## src/rtl/stats_window.sv

```systemverilog
// rtl/stats_window.sv - windowed mean/min/max of a signed sample stream
// Accumulates 2^n gated samples per window, one-shot or back-to-back.
module stats_window #(
  parameter int RES       = 14,
  parameter int LOG2N_MAX = 13
) (
  input  logic                  clk,
  input  logic                  rst,
  input  logic signed [RES-1:0] in_dat,
  input  logic                  in_en,
  input  logic                  start,
  input  logic                  cont,
  input  logic [3:0]            log2n,
  output logic signed [RES-1:0] mean,
  output logic signed [RES-1:0] min,
  output logic signed [RES-1:0] max,
  output logic                  valid,
  output logic                  busy
);

  localparam int AW = RES + LOG2N_MAX;
  localparam int CW = LOG2N_MAX;
  localparam logic [3:0]  NMAX = 4'(LOG2N_MAX);
  localparam logic [CW:0] ONE  = (CW+1)'(1);

  typedef enum logic [1:0] {IDLE, ACC, DONE} state_t;

  state_t                state, state_nx;
  logic [3:0]            n_lat;
  logic [3:0]            n_clamp;
  logic [CW-1:0]         cnt;
  logic [CW:0]           last_idx;
  logic signed [AW-1:0]  acc;
  logic signed [RES-1:0] run_min;
  logic signed [RES-1:0] run_max;
  logic                  take;
  logic                  last;
  logic                  arm;

  assign n_clamp  = (log2n > NMAX) ? NMAX : log2n;
  assign last_idx = (ONE << n_lat) - ONE;
  assign take     = (state == ACC) && in_en;
  assign last     = ({1'b0, cnt} == last_idx);
  assign busy     = (state != IDLE);

  always_ff @(posedge clk or posedge rst) begin
    if (rst) state <= IDLE;
    else     state <= state_nx;
  end

  // arm marks every window start: from IDLE and on a continuous re-arm out of DONE
  always_comb begin
    state_nx = state;
    arm      = 1'b0;
    case (state)
      IDLE: begin
        if (start || cont) begin
          state_nx = ACC;
          arm      = 1'b1;
        end
      end
      ACC: begin
        if (take && last) state_nx = DONE;
      end
      DONE: begin
        if (cont) begin
          state_nx = ACC;
          arm      = 1'b1;
        end else begin
          state_nx = IDLE;
        end
      end
      default: state_nx = IDLE;
    endcase
  end

  always_ff @(posedge clk or posedge rst) begin
    if (rst) begin
      n_lat   <= '0;
      cnt     <= '0;
      acc     <= '0;
      run_min <= '0;
      run_max <= '0;
      mean    <= '0;
      min     <= '0;
      max     <= '0;
      valid   <= 1'b0;
    end else begin
      valid <= 1'b0;
      if (arm) begin
        n_lat <= n_clamp;
        cnt   <= '0;
        acc   <= '0;
      end else if (take) begin
        acc <= acc + AW'(in_dat);
        cnt <= cnt + CW'(1);
        if (cnt == '0) begin
          run_min <= in_dat;
          run_max <= in_dat;
        end else begin
          if (in_dat < run_min) run_min <= in_dat;
          if (in_dat > run_max) run_max <= in_dat;
        end
      end
      // arithmetic shift floors toward -inf for negative sums
      if (state == DONE) begin
        mean  <= RES'(acc >>> n_lat);
        min   <= run_min;
        max   <= run_max;
        valid <= 1'b1;
      end
    end
  end

endmodule

```

## config.mk

```make
export PLATFORM = sky130hd
export DESIGN_NAME = stats_window
export DESIGN_NICKNAME = d
export VERILOG_FILES = /design/src/rtl/stats_window.sv
export SDC_FILE = /design/constraint.sdc
export NUM_CORES = 1
export LEC_CHECK = 0
export ABC_CLOCK_PERIOD_IN_PS = 6390
export BUFFER_PORTS_ARGS = -buffer_cell sky130_fd_sc_hd__buf_4
export CORE_MARGIN = 8
export CORE_UTILIZATION = 49
export CTS_BUF_LIST = sky130_fd_sc_hd__clkbuf_2
export DETAILED_ROUTE_END_ITERATION = 7
export GPL_TIMING_DRIVEN = 1
export PLACE_DENSITY = 0.72
export SLEW_MARGIN = 20
export SYNTH_ARGS = -nofsm -noshare
export SYNTH_HDL_FRONTEND = slang
export SYNTH_SLANG_ARGS = --single-unit
```

## constraint.sdc

```tcl
create_clock -name clk -period 6.39 [get_ports clk]
set_input_delay 0.9585 -clock clk [delete_from_list [all_inputs] [get_ports clk]]
set_output_delay 0.9585 -clock clk [all_outputs]
set_load 0.01 [all_outputs]
```

==> results.sh <==
export IMPL_setup_viol=0
export IMPL_drc=0
export IMPL_grt_pass1_wl_microns=29930
export IMPL_critPathTopFamily="simple AND/OR/NAND/NOR gates"
export IMPL_overflow=0
export IMPL_cts_root_buffer="clkbuf_2"
export IMPL_end_kind="flip-flop"
export IMPL_fin_worst_skew_ns=0.04799
export IMPL_ys_ff_latch=117
export IMPL_slew_violations=0
export IMPL_clk_latency_ns=0.73
export IMPL_mostFrequentLayoutCells="nand2_1, dfrtp_1, o21ai_0"
export IMPL_crit_slowest_cell="dfrtp_1"
export IMPL_core_area_sq_um=15260
export IMPL_path_buf_inv=1
export IMPL_crit_arrival_ns=3.72
export IMPL_crit_required_ns=6.95
export IMPL_firstDrtPassIters=4
export IMPL_tightest_slew_ns=0.9652
export IMPL_ys_warn_count=0
export IMPL_ir_worst_vdd_mv=0.1580
export IMPL_initial_core_util_pct=50.29
export IMPL_rsz0062_at_grt="false"
export IMPL_syn_area_sq_um=7674
export IMPL_final_common_cell="nand2_1"
export IMPL_synth_edf_count=0
export IMPL_finalCritPeriodShare_pct=49.46
export IMPL_numCtsBuffers=17
export IMPL_cpPeakStageDelay_ns=0.63
export IMPL_powerDensity_nw_per_um2=469.2
export IMPL_post_cts_buffers=0
export IMPL_ioPinCount=67
export IMPL_clock_sinks=117
export IMPL_synth_seq_area_share_pct=38.15
export IMPL_fp_dieArea_sq_um=19920
export IMPL_avgRoutedWirePerCell_microns=15.79
export IMPL_switching_share_pct=44.81
export IMPL_nets=967
export IMPL_cts_htree_levels=4
export IMPL_synth_avg_cell_area_sq_um=9.157
export IMPL_hold_buffers=0
export IMPL_syn_to_final_growth_pct=11.87
export IMPL_drtIter0Drc=500
export IMPL_antenna_found_initial=1
export IMPL_seqPwrFrac_pct=29.4
export IMPL_power_switching_mw=1.805
export IMPL_final_layout_size_suffix_gt1_share_pct=18.67
export IMPL_fin_setup_tns_ns=0
export IMPL_vias_per_cell=5.582
export IMPL_clkPwrFrac_pct=13.1
export IMPL_syn_inst=838
export IMPL_globalplace_congestion=0.8786
export IMPL_grt_max_degree=78
export IMPL_cp_common_cell="nor3_1"
export IMPL_synth_cell_type_count=63
export IMPL_cts_tree="built"
export IMPL_chipHeight_microns=141.1
export IMPL_async_flop_share_pct=100.0
export IMPL_port_buffers=66
export IMPL_worstPathCellList="buf_4 -> nor3_1 -> nand2_1 -> ha_1 -> xor2_1 -> xnor2_1 -> o2111ai_1 -> nor3_1 -> nand4_1 -> nor4_1 -> o22ai_1"
export IMPL_crit_type="flip-flop to flip-flop"
export IMPL_clockBufferDepth=2
export IMPL_p_total_mw=4.028
export IMPL_vias=6207
export IMPL_post_cts_resized=0
export IMPL_intPower_mw=2.223
export IMPL_combinationalPowerShare_pct=57.5
export IMPL_synth_ff_type="dfrtp_1"
export IMPL_path_max_fanout=28
export IMPL_placementRows=45
export IMPL_slew_headroom_pct=35.65
export IMPL_clkSlewWorstSetupHoldPaths_ns=0.20
export IMPL_wirelength_microns=17560
export IMPL_max_freq_ghz=0.3164
export IMPL_mappedNetlistNets=918
export IMPL_hold_viol_final=0
export IMPL_grt_usage_pct=18.38
export IMPL_leakage_nw=4.104
export IMPL_maxCapViolations=0
export IMPL_ant_nets=0
export IMPL_place_hpwl_microns=12790
export IMPL_fp_dieW_microns=141.1
export IMPL_outcome="finished clean"
export IMPL_first_global_vias=5878
export IMPL_fin_crit_ns=3.160
export IMPL_hold_class="input port to async pin"
export IMPL_critPathLaunchType="flip-flop"
## power by group through the flow
stage	sequential [mW]	combinational [mW]	clock (mW)
6_report	1.19	2.32	0.527
5_1_grt	1.22	2.59	0.578
4_1_cts	1.18	2.30	0.541
3_5_place_dp	1.20	2.29	0
3_3_place_gp	1.19	2.25	0
2_1_floorplan	1.10	1.90	0
## per-stage QoR
stage	instance area, sq um	setup WS (ns)	util, %	hold WS [ns]	std cells
2_1_floorplan	7674	2.331	-	0.4563	838
3_3_place_gp	8318	2.851	54.51	0.4589	1079
3_5_place_dp	8318	2.823	54.51	0.4641	1079
4_1_cts	8579	3.259	56.23	0.2881	1111
5_1_grt	8584	2.901	56.26	0.3130	1112
6_report	8584	3.230	56.26	0.3285	1112
## routing by layer
layer | part of all wire (%) | track usage [%] | routed length (microns) | up-vias
met5 | 0 | 0 | 0 | -
met4 | 1.3 | 6.222 | 235 | 0
met3 | 4.8 | 4.051 | 850 | 15
met2 | 45 | 27.40 | 7835 | 126
met1 | 49 | 25.80 | 8639 | 2983
li1 | - | - | - | 3083
## worst paths after layout
check                           slack, ns  depth (start not counted)                       to            startpoint
worst max-delay path                 3.23                         11     state[0]$_DFFE_PP0P_  n_lat[3]$_DFFE_PP0P_
worst min-delay path                 0.33                          2   run_min[4]$_DFFE_PP0P_                   rst
worst max register to register       3.23                         11     state[0]$_DFFE_PP0P_  n_lat[3]$_DFFE_PP0P_
worst min register to register       0.50                          2       max[0]$_DFFE_PP0P_    max[0]$_DFFE_PP0P_
max in group asynchronous            4.78                          3  run_max[13]$_DFFE_PP0P_                   rst
min in group clk                     0.47                          3     n_lat[2]$_DFFE_PP0P_              log2n[2]
## state kept, by name (all words and copies together) (netlist names)
name,cells
valid,1
run_min,14
n_lat,4
state,2
min,14
mean,14
cnt,13
acc,27
run_max,14
max,14
## cell type report
| cell class | count | area (sq um) |
|---|---|---|
| fillers | 1402 | 6674 |
| clock inverters | 15 | 176.4 |
| flip-flops and latches | 117 | 2928 |
| clock buffers | 17 | 85.08 |
| inverters | 47 | 178.9 |
| multi-input cells | 630 | 4394 |
| well taps | 211 | 264.0 |
| diodes | 1 | 2.502 |
| repair buffers | 74 | 555.5 |
## cells by family after synthesis
| logic type | synth area share (%) |
|---|---|
| AND/OR/NAND/NOR | 14.38 |
| adder cells (fa/ha/maj) | 9.392 |
| multiplexers | 10.45 |
| flip-flops | 38.15 |
| buffers and inverters | 4.680 |
| AO/OA/AOI/OAI | 18.28 |
| XOR/XNOR | 4.663 |
## cells in the mapped netlist (9+ instances only)
library cell	n	area, sq um
clkbuf_1	30	112.6
nand4_1	12	75.07
a21o_1	17	127.6
xor2_1	28	245.2
nor2b_1	9	56.30
mux2i_1	25	250.2
nor2_1	32	120.1
nand2_1	131	491.7
o21ai_0	84	420.4
xnor2_1	11	96.34
inv_1	46	172.7
a21oi_1	50	250.2
ha_1	56	700.7
dfrtp_1	117	2928
mux2_2	35	394.1
o22ai_1	16	100.1
nand3_1	19	95.09
Power figures use the tool's default switching activity.
